### config.mk
export PLATFORM = sky130hd
export DESIGN_NAME = modexp_ctrl_flat
export DESIGN_NICKNAME = d
export VERILOG_FILES = /design/src/rtl/rsa_pkg.sv /design/src/rtl/modexp_ctrl_if.sv /design/src/rtl/msb_index.sv /design/src/rtl/modexp_ctrl.sv /design/src/flat_wrapper.sv
export SDC_FILE = /design/constraint.sdc
export NUM_CORES = 1
export LEC_CHECK = 0
export CAP_MARGIN = 20
export CORE_MARGIN = 2
export CORE_UTILIZATION = 50
export CTS_BUF_LIST = sky130_fd_sc_hd__clkbuf_8
export CTS_CLUSTER_DIAMETER = 80
export DETAILED_ROUTE_END_ITERATION = 16
export PLACE_DENSITY_LB_ADDON = 0.05
export SYNTH_ARGS = -nofsm -noshare
export SYNTH_HDL_FRONTEND = slang
export SYNTH_SLANG_ARGS = --single-unit
### constraint.sdc
create_clock -name clk -period 3.11 [get_ports clk]
set_clock_uncertainty 0.2 [all_clocks]
set_input_delay 0.622 -clock clk [delete_from_list [all_inputs] [get_ports clk]]
set_output_delay 0.622 -clock clk [all_outputs]
set_load 0.02 [all_outputs]
### src/rtl/rsa_pkg.sv
// rtl/rsa_pkg.sv - shared types and defaults for the modexp_ctrl sequencer
package rsa_pkg;

   localparam int WORD_WIDTH_DEF = 32;

   typedef enum logic [2:0] {
      IDLE     = 3'd0,
      SQR      = 3'd1,
      SQR_WAIT = 3'd2,
      MUL      = 3'd3,
      MUL_WAIT = 3'd4,
      FIN      = 3'd5
   } modexp_state_e;

endpackage

### src/rtl/modexp_ctrl_if.sv
// rtl/modexp_ctrl_if.sv - modular-multiplier request/ack bus between sequencer and multiplier
interface modexp_ctrl_if #(
   parameter int WORD_WIDTH = rsa_pkg::WORD_WIDTH_DEF
) ();

   logic                  mul_req;
   logic [WORD_WIDTH-1:0] mul_a;
   logic [WORD_WIDTH-1:0] mul_b;
   logic [WORD_WIDTH-1:0] mul_n;
   logic                  mul_ack;
   logic [WORD_WIDTH-1:0] mul_p;

   modport master (
      output mul_req, mul_a, mul_b, mul_n,
      input  mul_ack, mul_p
   );

   modport slave (
      input  mul_req, mul_a, mul_b, mul_n,
      output mul_ack, mul_p
   );

endinterface

### src/rtl/msb_index.sv
// rtl/msb_index.sv - combinational index of the highest set bit (0 when the input is 0)
module msb_index #(
   parameter int WORD_WIDTH = rsa_pkg::WORD_WIDTH_DEF
) (
   input  logic [WORD_WIDTH-1:0]         value_i,
   output logic [$clog2(WORD_WIDTH)-1:0] index_o
);

   // Scan upward so the last set bit seen wins.
   always_comb begin
      index_o = '0;
      for (int i = 0; i < WORD_WIDTH; i++) begin
         if (value_i[i]) index_o = ($clog2(WORD_WIDTH))'(i);
      end
   end

endmodule

### src/rtl/modexp_ctrl.sv
// rtl/modexp_ctrl.sv - left-to-right square-and-multiply sequencer; MODEXP_SKIP_LZ_EN skips leading-zero exponent bits
module modexp_ctrl
   import rsa_pkg::*;
#(
   parameter int WORD_WIDTH = WORD_WIDTH_DEF
) (
   input  logic                  clk,
   input  logic                  rst,
   input  logic                  start,
   input  logic [WORD_WIDTH-1:0] base_i,
   input  logic [WORD_WIDTH-1:0] exp_i,
   input  logic [WORD_WIDTH-1:0] mod_i,
   output logic                  busy,
   output logic                  done,
   output logic                  err,
   output logic [WORD_WIDTH-1:0] result_o,
   modexp_ctrl_if.master         mul_if
);

   localparam int                    IDX_W   = $clog2(WORD_WIDTH);
   localparam logic [IDX_W-1:0]      TOP_IDX = IDX_W'(WORD_WIDTH - 1);
   localparam logic [WORD_WIDTH-1:0] ONE     = WORD_WIDTH'(1);

   modexp_state_e         state_q, state_d;
   logic [WORD_WIDTH-1:0] base_q, base_d;
   logic [WORD_WIDTH-1:0] exp_q, exp_d;
   logic [WORD_WIDTH-1:0] mod_q, mod_d;
   logic [WORD_WIDTH-1:0] acc_q, acc_d;
   logic [WORD_WIDTH-1:0] result_q, result_d;
   logic [WORD_WIDTH-1:0] mul_a_q, mul_a_d;
   logic [WORD_WIDTH-1:0] mul_b_q, mul_b_d;
   logic [IDX_W-1:0]      idx_q, idx_d;
   logic [IDX_W-1:0]      start_idx;
   logic                  err_q, err_d;
   logic                  mul_req_q, mul_req_d;

`ifdef MODEXP_SKIP_LZ_EN
   msb_index #(.WORD_WIDTH(WORD_WIDTH)) u_msb_index (
      .value_i (exp_i),
      .index_o (start_idx)
   );
`else
   assign start_idx = TOP_IDX;
`endif

   // Next-state logic: one multiplier request per SQR/MUL visit, acc updated on ack.
   always_comb begin
      state_d   = state_q;
      base_d    = base_q;
      exp_d     = exp_q;
      mod_d     = mod_q;
      acc_d     = acc_q;
      result_d  = result_q;
      mul_a_d   = mul_a_q;
      mul_b_d   = mul_b_q;
      idx_d     = idx_q;
      err_d     = err_q;
      mul_req_d = mul_req_q;
      case (state_q)
         IDLE: begin
            if (start) begin
               base_d = base_i;
               exp_d  = exp_i;
               mod_d  = mod_i;
               idx_d  = start_idx;
               acc_d  = ONE;
               err_d  = 1'b0;
               if (mod_i == '0) begin
                  err_d   = 1'b1;
                  acc_d   = '0;
                  state_d = FIN;
               end else if (exp_i == '0) begin
                  acc_d   = (mod_i == ONE) ? '0 : ONE;
                  state_d = FIN;
               end else begin
                  state_d = SQR;
               end
            end
         end
         SQR: begin
            mul_req_d = 1'b1;
            mul_a_d   = acc_q;
            mul_b_d   = acc_q;
            state_d   = SQR_WAIT;
         end
         SQR_WAIT: begin
            if (mul_if.mul_ack) begin
               mul_req_d = 1'b0;
               acc_d     = mul_if.mul_p;
               if (exp_q[idx_q]) begin
                  state_d = MUL;
               end else if (idx_q == '0) begin
                  state_d = FIN;
               end else begin
                  idx_d   = idx_q - 1'b1;
                  state_d = SQR;
               end
            end
         end
         MUL: begin
            mul_req_d = 1'b1;
            mul_a_d   = acc_q;
            mul_b_d   = base_q;
            state_d   = MUL_WAIT;
         end
         MUL_WAIT: begin
            if (mul_if.mul_ack) begin
               mul_req_d = 1'b0;
               acc_d     = mul_if.mul_p;
               if (idx_q == '0) begin
                  state_d = FIN;
               end else begin
                  idx_d   = idx_q - 1'b1;
                  state_d = SQR;
               end
            end
         end
         FIN:     state_d = IDLE;
         default: state_d = IDLE;
      endcase
      // The result register is loaded as FIN is entered so it is valid with done.
      if (state_d == FIN) result_d = acc_d;
   end

   // State and datapath registers; reset aborts any in-flight request.
   always_ff @(posedge clk or negedge rst) begin
      if (!rst) begin
         state_q   <= IDLE;
         base_q    <= '0;
         exp_q     <= '0;
         mod_q     <= '0;
         acc_q     <= ONE;
         result_q  <= '0;
         mul_a_q   <= '0;
         mul_b_q   <= '0;
         idx_q     <= '0;
         err_q     <= 1'b0;
         mul_req_q <= 1'b0;
      end else begin
         state_q   <= state_d;
         base_q    <= base_d;
         exp_q     <= exp_d;
         mod_q     <= mod_d;
         acc_q     <= acc_d;
         result_q  <= result_d;
         mul_a_q   <= mul_a_d;
         mul_b_q   <= mul_b_d;
         idx_q     <= idx_d;
         err_q     <= err_d;
         mul_req_q <= mul_req_d;
      end
   end

   assign busy           = (state_q != IDLE);
   assign done           = (state_q == FIN);
   assign err            = err_q;
   assign result_o       = result_q;
   assign mul_if.mul_req = mul_req_q;
   assign mul_if.mul_a   = mul_a_q;
   assign mul_if.mul_b   = mul_b_q;
   assign mul_if.mul_n   = mod_q;

endmodule

### src/flat_wrapper.sv
// flat-port wrapper written by rule: the top's interface ports become plain ports
module modexp_ctrl_flat import rsa_pkg::*;
#(
   parameter int WORD_WIDTH = WORD_WIDTH_DEF
)
  (clk, rst, start, base_i, exp_i, mod_i, busy, done, err, result_o, mul_if_mul_req, mul_if_mul_a, mul_if_mul_b, mul_if_mul_n, mul_if_mul_ack, mul_if_mul_p);
  modexp_ctrl_if #(.WORD_WIDTH(WORD_WIDTH)) mul_if_i ();
  input  logic clk;
  input  logic rst;
  input  logic start;
  input  logic [WORD_WIDTH-1:0] base_i;
  input  logic [WORD_WIDTH-1:0] exp_i;
  input  logic [WORD_WIDTH-1:0] mod_i;
  output logic busy;
  output logic done;
  output logic err;
  output logic [WORD_WIDTH-1:0] result_o;
  output wire logic [$bits(mul_if_i.mul_req)-1:0] mul_if_mul_req;
  output wire logic [$bits(mul_if_i.mul_a)-1:0] mul_if_mul_a;
  output wire logic [$bits(mul_if_i.mul_b)-1:0] mul_if_mul_b;
  output wire logic [$bits(mul_if_i.mul_n)-1:0] mul_if_mul_n;
  input wire logic [$bits(mul_if_i.mul_ack)-1:0] mul_if_mul_ack;
  input wire logic [$bits(mul_if_i.mul_p)-1:0] mul_if_mul_p;
  assign mul_if_mul_req = mul_if_i.mul_req;
  assign mul_if_mul_a = mul_if_i.mul_a;
  assign mul_if_mul_b = mul_if_i.mul_b;
  assign mul_if_mul_n = mul_if_i.mul_n;
  assign mul_if_i.mul_ack = mul_if_mul_ack;
  assign mul_if_i.mul_p = mul_if_mul_p;
  modexp_ctrl #(.WORD_WIDTH(WORD_WIDTH)) u_core (.clk(clk), .rst(rst), .start(start), .base_i(base_i), .exp_i(exp_i), .mod_i(mod_i), .busy(busy), .done(done), .err(err), .result_o(result_o), .mul_if(mul_if_i));
endmodule
==> flow_metrics.tcl, run 1 <==
set metrics [dict create \
    path_class "flip-flop to output pin" \
    grt_overflow 0 \
    hold_viol_final 0 \
    antenna_found_initial 0 \
    comb_power_share_pct 39.1 \
    yosysWarnings 0 \
    start_util_pct 51.3 \
    async_reset_ff_share_pct 100 \
    htree_levels 2 \
    grt_first_pass_wirelength_um 39700 \
    dp_hpwl_um 17400 \
    grtUsageTotal_pct 24.7 \
    finalNonFillerCells 1453 \
    tns_ns 0 \
    netSwitchingFraction_pct 36.0 \
    synthMostInstantiatedCell "nand2_1" \
    cts-resized-gates 0 \
    cts_tree "yes" \
    core-area_mm2 0.0189 \
    p_int_mw 8.05 \
    slew_viol_final 0 \
    rows 50 \
    netlist_instances 891 \
    whs_ns 0.272 \
    clk_path_buf_depth 3 \
    layout_setup_ws_ns 0.198 \
    drtIter0Drc 337 \
    grt_pass1_vias 7636 \
    syn-num-nets 1025 \
    insertion_delay_ns 0.51 \
    ys.flop_type "dfrtp_1" \
    outcome "finished clean" \
    wl_um 24700 \
    post_drt_wl_per_cell_um 17.0 \
    fillerInstances 1454 \
    drive_above_1_share_pct 12.7 \
    maxCapViolations 0 \
    net-switching-power_mw 4.53 \
    syn_to_final_growth_pct 39.4 \
    portBuffers 263 \
    numCtsBuffers 40 \
    vias 7390 \
    hold_class "flip-flop to flip-flop" \
    drt_pass1_iterations 6 \
    synthTopCellsByArea "dfrtp_1 60%, nand2_1 13%, mux2i_1 5.0%, mux2_4 4.6%, mux2_2 3.7%" \
    critPathCaptureType "output pin" \
    fin_nets 1303 \
    dp.cells 1386 \
    stdcell_area_mm2 0.0135 \
    rsz0062_at_grt "false" \
    vdd_drop_max_mv 0.495 \
    ys_top_cells_by_count "337 x nand2_1, 233 x dfrtp_1, 48 x mux2i_1, 36 x clkbuf_1, 33 x o21ai_0" \
    grt_max_degree 86 \
    finalCriticalPeriod_ns 2.91 \
    yosys.area.top_type "dfrtp_1" \
    crit_fanout 7 \
    clkTransAtPathRegs_ns 0.06 \
    setup_viol 0 \
    cts_hold_buf 1 \
    syn_area_per_cell_um2 10.9 \
    dpl_worst_slack_ns -0.241 \
    die_w_um 143 \
    cts-root-buf "clkbuf_8" \
    synth_seq_cells 234 \
    critPathArrivalTime_ns 2.09 \
    dieHeight_um 143 \
    post_cts.repair.setup_buffers 0 \
    place_congestion 0.773 \
    pwr-share-seq_pct 38.9 \
    placed_area_mm2 0.0127 \
    fmax_mhz 343 \
    io_pins 264 \
    antenna_left 0 \
    powerDensity_mw_per_mm2 930 \
    leakagePower_nw 6.63 \
    finalCritPeriodShare_pct 93.6 \
    worst_slew_pin_slew_ns 0.659 \
    cp-start-kind "flip-flop" \
    syn_area_mm2 0.00970 \
    clockPowerShare_pct 22.0 \
    yosysSeqAreaShare_pct 60.4 \
    routed_via_density 5.09 \
    remaining_drc_errors 0 \
    synth_edf_count 0 \
    synth_top_area_share_pct 60.1 \
    cp.required_ns 2.29 \
    antenna_cells 0 \
    max_slew_margin_pct 56.1 \
    die_area_mm2 0.0205 \
    synth_cell_types 46 \
    cts_num_sinks 234 \
]
[final timing paths]
check                             startpoint                 endpoint  slack, ns  cells past startpoint
setup / recovery           u_core.state_q[2]                     done       0.20                      3
hold / removal             u_core.base_q[28]        u_core.base_q[28]       0.27                      2
setup reg to reg             u_core.idx_q[2]      u_core.result_o[31]       0.44                      9
hold reg to reg            u_core.base_q[28]        u_core.base_q[28]       0.27                      2
max in group asynchronous                rst  u_core.mul_if.mul_a[28]       1.40                      3
min in group asynchronous                rst  u_core.mul_if.mul_a[27]       0.52                      2
[through the flow]
step / power, mW / util, %
floorplan: 7.70 / -
detailed placement: 9.89 / 67.2
finish: 12.6 / 71.6
CTS: 12.7 / 71.6
global route: 13.4 / 71.6
global placement: 9.77 / 67.2
[area by class of cell]
class / count / area, um2 / share of cell area [%]
clock buffer: 53 / 729 / 5.40
clock inverter: 13 / 80.1 / 0.592
inverter: 8 / 30.0 / 0.222
multi-input combinational: 599 / 3620 / 26.8
sequential: 234 / 5860 / 43.3
tap: 260 / 325 / 2.41
timing repair buffer: 286 / 2880 / 21.3
[registers in the layout, indices dropped and copies added, names as in the netlist]
signal / count
u_core.acc_q: 32
u_core.base_q: 32
u_core.err: 1
u_core.exp_q: 32
u_core.idx_q: 5
u_core.mul_if.mul_a: 32
u_core.mul_if.mul_b: 32
u_core.mul_if.mul_n: 32
u_core.mul_if.mul_req: 1
u_core.result_o: 32
u_core.state_q: 3
[layout by cell type, fill, tap and decap left out, types with 4 or more instances in the layout]
master             n
nand2_1          336
clkdlybuf4s50_1  262
dfrtp_1          232
clkbuf_8          53
mux2i_1           48
o21ai_0           33
mux2_2            32
a22o_1            31
mux2_4            30
inv_1             17
buf_4             17
nor4_1            14
nor2_1             8
a21oi_1            7
nand4_1            6
nor2b_1            5
nand3_1            5
buf_12             5
mux2_1             4
o211ai_1           4
[layer usage]
metal	vias to the layer above	wire, um	part of all wire (%)	track usage, %
met5	-	0	0	0
met4	0	582	2.4	7.79
met3	42	1610	6.5	6.44
met2	220	12100	49	41.1
met1	3584	10400	42	31.7
li1	3544	-	-	-
[power groups by stage]
stage,sequential [mW],combinational [mW],clock [mW]
4_1_cts,4.90,4.98,2.83
2_1_floorplan,5.42,2.28,0
3_5_place_dp,4.93,4.96,0
6_report,4.89,4.92,2.77
5_1_grt,5.04,5.39,2.98
3_3_place_gp,4.89,4.87,0
[logic make-up (layout without fill, tap and decap cells)]
family          Yosys count  count (layout)  synth area share, %
flops                   234             234                 60.4
fa+ha+maj                 2               2                0.258
buf+inv                  58             360                 2.55
mux                     114             114                 13.8
simple gates            395             395                 16.9
compound gates           88              88                 6.17
[worst max-delay path, stage by stage, from the launching register on]
cell and delay (ns):
dfrtp_1 0.45, nor2b_1 0.33, and2_1 0.17, clkdlybuf4s50_1 0.63
(Power assumes the default switching activity.)
==> run 2, diff against run 1 <==
CORE_MARGIN = 4   (was 2)
==> run 2 against run 1 <==
  * Combinational power about the same
  * Worst setup slack got worse by 0.016 ns
  * Largest cell class unchanged
  * Global-route usage decreased by 1.8 points
==> flow_metrics.tcl, run 2 (synthesized netlist as in run 1, its figures left out) <==
set metrics [dict create \
    clockPowerShare_pct 21.5 \
    seq_area_mm2 0.00586 \
    drive_above_1_share_pct 12.4 \
    cts-resized-gates 0 \
    stdcell_area_mm2 0.0135 \
    htree_levels 2 \
    hold_class "flip-flop to flip-flop" \
    grt_max_degree 94 \
    drtIter0Drc 317 \
    reg2reg_slack_ns 0.35 \
    fillerInstances 1429 \
    placed_area_mm2 0.0127 \
    maxCapViolations 0 \
    cts_num_sinks 234 \
    p_int_mw 7.97 \
    startpoint "u_core.state_q[2]" \
    fmax_mhz 342 \
    drt_pass1_iterations 5 \
    finalCritPeriodShare_pct 94.1 \
    clk_path_buf_depth 3 \
    portBuffers 263 \
    critPathCaptureType "output pin" \
    wl_um 25000 \
    grt_overflow 0 \
    grt_first_pass_wirelength_um 40000 \
    clkTransAtPathRegs_ns 0.06 \
    io_pins 264 \
    final_cell_mix "336 x nand2_1, 262 x clkdlybuf4s50_1, 232 x dfrtp_1" \
    multi_input_area_mm2 0.00362 \
    net-switching-power_mw 4.54 \
    worst_slew_pin_slew_ns 1.07 \
    final_common_cell "nand2_1" \
    place_congestion 0.790 \
    die_w_um 147 \
    hold_viol_final 0 \
    critPathArrivalTime_ns 2.11 \
    grt_pass1_vias 7588 \
    numCtsBuffers 38 \
    outcome "finished clean" \
    setup.worst_path.end "done" \
    syn_to_final_growth_pct 38.7 \
    comb_power_share_pct 39.4 \
    cts_tree "yes" \
    remaining_drc_errors 0 \
    r2r-end "u_core.result_o[4]" \
    rsz0062_at_grt "false" \
    rows 50 \
    antenna_found_initial 1 \
    leakagePower_nw 6.61 \
    setup_viol 0 \
    rr_worst_depth 8 \
    post_drt_wl_per_cell_um 17.2 \
    vdd_drop_max_mv 0.585 \
    max_slew_margin_pct 28.6 \
    netSwitchingFraction_pct 36.3 \
    crit_fanout 7 \
    grtUsageTotal_pct 22.9 \
    pwr-share-seq_pct 39.1 \
    r2r_start "u_core.idx_q[2]" \
    die_area_mm2 0.0217 \
    dp_hpwl_um 17400 \
    core-area_mm2 0.0189 \
    fin_nets 1298 \
    cts-root-buf "clkbuf_8" \
    finalCriticalPeriod_ns 2.93 \
    dieHeight_um 147 \
    slew_viol_final 0 \
    path_class "flip-flop to output pin" \
    start_util_pct 51.3 \
    antenna_left 0 \
    powerDensity_mw_per_mm2 930 \
    routed_via_density 5.07 \
    antenna_cells 0 \
    insertion_delay_ns 0.53 \
    tns_ns 0 \
    vias 7356 \
    cp.required_ns 2.29 \
    cp-start-kind "flip-flop" \
]
-- run 2: cell count changes in the layout (fill, tap and decap cells not counted), sizes merged --
cell | before | now
clkbuf | 53 | 50
buf | 23 | 20
clkinvlp | 1 | 0
inv | 18 | 20
clkinv | 1 | 3
-- run 2: metal layers --
metal | GRT usage (%) | part of all wire (%)
met5 | 0 | 0.080
met4 | 6.57 | 2.1
met3 | 7.28 | 8.0
met2 | 37.9 | 48
met1 | 29.1 | 41
-- run 2: per-stage QoR --
step                      utilization, %  cells  setup slack [ns]  total power [mW]  hold WS, ns
after floorplan                        -    891             0.513              7.70        0.126
after global placement              67.0   1383            -0.153              9.76        0.251
after detailed placement            67.0   1383            -0.180              9.89        0.262
after CTS                           71.2   1450             0.156              12.6        0.277
after global routing                71.2   1450            0.0869              13.3        0.293
final                               71.2   1450             0.182              12.5        0.272
-- run 2: layout make-up --
| type | instances | share of cell area, % |
|---|---|---|
| clock buffers | 50 | 5.12 |
| clock inverters | 16 | 0.670 |
| inverters | 8 | 0.223 |
| multi-input cells | 599 | 26.9 |
| flip-flops and latches | 234 | 43.5 |
| well taps | 260 | 2.42 |
| repair buffers | 283 | 21.1 |
-- run 2: how the worst min path moves through the flow --
stage / endpoint / slack, ns / cells after the start / from
global placement: u_core.exp_q[27] / 0.25 / 2 / u_core.exp_q[27]
global route: u_core.exp_q[29] / 0.29 / 2 / u_core.exp_q[29]
floorplan: u_core.acc_q[10] / 0.13 / 0 / rst
detailed placement: u_core.mul_if.mul_n[25] / 0.26 / 2 / u_core.mul_if.mul_n[25]
CTS: u_core.exp_q[29] / 0.28 / 2 / u_core.exp_q[29]
finish: u_core.exp_q[22] / 0.27 / 2 / u_core.exp_q[22]
-- run 2: critical path, stage by stage, from the launching register on --
cell and delay [ns]:
dfrtp_1 0.44, nor2b_1 0.33, and2_1 0.18, clkdlybuf4s50_1 0.64
-- run 2: repair_timing --
item,in CTS,in global routing
endpoints found under the hold margin,76,0
setup buffers,0,0
hold buffers,1,0
-- run 2: power groups by stage --
stage | logic [mW] | clock network, mW | registers (mW)
final | 4.93 | 2.69 | 4.89
after floorplan | 2.28 | 0 | 5.42
after CTS | 4.99 | 2.77 | 4.89
after global routing | 5.37 | 2.90 | 5.04
after detailed placement | 4.96 | 0 | 4.93
after global placement | 4.88 | 0 | 4.89
==> run 3, diff against run 2 <==
CAP_MARGIN = 30   (was 20)
RECOVER_POWER = 50   (was unset)
==> run 3 against run 2 <==
  * The run now ends with max-capacitance violations, max-slew violations left
  * Critical endpoint unchanged
  * Global-route usage down 0.15 points
  * Cell area fell by 0.52%
  * Clock-buffer cell count decreased by 3
  * Highest routed layer is now met4
  * Largest cell class unchanged
  * Cell count is the same
==> flow_metrics.tcl, run 3 (synthesized netlist as in run 1, its figures left out) <==
set metrics [dict create \
    final_cell_mix "336 x nand2_1, 262 x clkdlybuf4s50_1, 232 x dfrtp_1" \
    insertion_delay_ns 0.52 \
    antenna_left 0 \
    fin_nets 1301 \
    start_util_pct 51.3 \
    finalCriticalPeriod_ns 2.92 \
    slowest_delay_ns 0.63 \
    violations "max-capacitance violations, max-slew violations" \
    powerDensity_mw_per_mm2 923 \
    vias 7334 \
    grt_pass1_vias 7518 \
    grt_overflow 0 \
    grt_first_pass_wirelength_um 39600 \
    critPathArrivalTime_ns 2.10 \
    placed_area_mm2 0.0127 \
    vdd_drop_max_mv 0.518 \
    dieHeight_um 147 \
    syn_to_final_growth_pct 38.0 \
    portBuffers 263 \
    path_class "flip-flop to output pin" \
    drive_above_1_share_pct 11.8 \
    crit_slowest_cell "clkdlybuf4s50_1" \
    antenna_found_initial 0 \
    slew_viol_final 81 \
    htree_levels 2 \
    io_pins 264 \
    rsz0062_at_grt "false" \
    worst_slew_pin_slew_ns 1.84 \
    place_congestion 0.790 \
    cp.required_ns 2.29 \
    post_cts.repair.setup_buffers 0 \
    dpl_worst_slack_ns -0.174 \
    max_slew_margin_pct -22.4 \
    rr_worst_depth 7 \
    layout_setup_ws_ns 0.193 \
    setup_viol 0 \
    cts_num_sinks 234 \
    die_area_mm2 0.0217 \
    cts_tree "yes" \
    critPathCaptureType "output pin" \
    cp-start-kind "flip-flop" \
    clkTransAtPathRegs_ns 0.06 \
    maxCapViolations 1 \
    clk_path_buf_depth 3 \
    finalCritPeriodShare_pct 93.8 \
    stdcell_area_mm2 0.0134 \
    die_w_um 147 \
    grt_max_degree 82 \
    cts-root-buf "clkbuf_8" \
    outcome "finished with violations" \
    drtIter0Drc 330 \
    tns_ns 0 \
    antenna_cells 0 \
    wl_um 24800 \
    remaining_drc_errors 0 \
    reg2reg_slack_ns 0.34 \
    fmax_mhz 343 \
    post_drt_wl_per_cell_um 17.1 \
    min_path_cells 2 \
    crit_fanout 7 \
    grtUsageTotal_pct 22.7 \
    drt_pass1_iterations 6 \
    routed_via_density 5.06 \
    core-area_mm2 0.0189 \
    hold_viol_final 0 \
    dp_hpwl_um 17500 \
    leakagePower_nw 6.58 \
    numCtsBuffers 40 \
    rows 50 \
    final_common_cell "nand2_1" \
    hold_class "flip-flop to flip-flop" \
    path_cells "nor2b_1 -> and2_1 -> clkdlybuf4s50_1" \
]
run 3: changes by cell type in the layout (fill, tap and decap cells not counted), moves of 2 or more:
cell | previous run | this run
clkbuf_8 | 50 | 47
inv_1 | 19 | 22
clkbuf_1 | 0 | 2
buf_4 | 15 | 11
run 3: routing by layer:
layer	GRT usage, %	part of all wire [%]	vias up
met3	7.68	8.1	28
met2	38.0	49	219
li1	-	-	3546
met5	0	0	-
met1	28.4	41	3541
met4	6.20	1.7	0
run 3: area by class of cell:
type / instances / area (um2)
Tap cell: 260 / 325
Fill cell: 1428 / 5510
Sequential cell: 234 / 5860
Clock inverter: 18 / 72.6
Inverter: 8 / 30.0
Timing Repair Buffer: 284 / 2840
Multi-Input combinational cell: 599 / 3610
Clock buffer: 47 / 647
run 3: per-stage QoR:
| step | utilization (%) | hold WS [ns] | std cells | power, mW |
|---|---|---|---|---|
| finish | 70.8 | 0.263 | 1450 | 12.3 |
| global route | 70.8 | 0.291 | 1450 | 13.2 |
| CTS | 71.0 | 0.268 | 1450 | 12.5 |
| detailed placement | 67.2 | 0.255 | 1384 | 9.92 |
| global placement | 67.0 | 0.251 | 1383 | 9.76 |
| floorplan | - | 0.126 | 891 | 7.70 |
run 3: repair_timing:
action                    4_1_cts  5_1_grt
hold buffers                    1        0
hold endpoints to repair       76        0
gates resized for setup         0        0
run 3: critical path, delay by kind of cell (launching register included):
| kind | cells | cell delay (ns) |
|---|---|---|
| buf+inv | 1 | 0.63 |
| simple gates | 2 | 0.49 |
| flops | 1 | 0.44 |
run 3: path summary, 6_finish.rpt:
path	endpoint	from
worst min register to register	u_core.exp_q[27]	u_core.exp_q[27]
worst max register to register	u_core.result_o[6]	u_core.idx_q[2]
max in group asynchronous	u_core.acc_q[0]	rst
min in group asynchronous	u_core.result_o[27]	rst
worst max-delay path	done	u_core.state_q[2]
worst min-delay path	u_core.exp_q[27]	u_core.exp_q[27]
run 3: power breakdown:
group	internal, mW	total [mW]	switching [mW]
clock	1.36	2.52	1.16
sequential	4.20	4.88	0.681
combinational	2.27	4.95	2.68
total	7.83	12.3	4.52
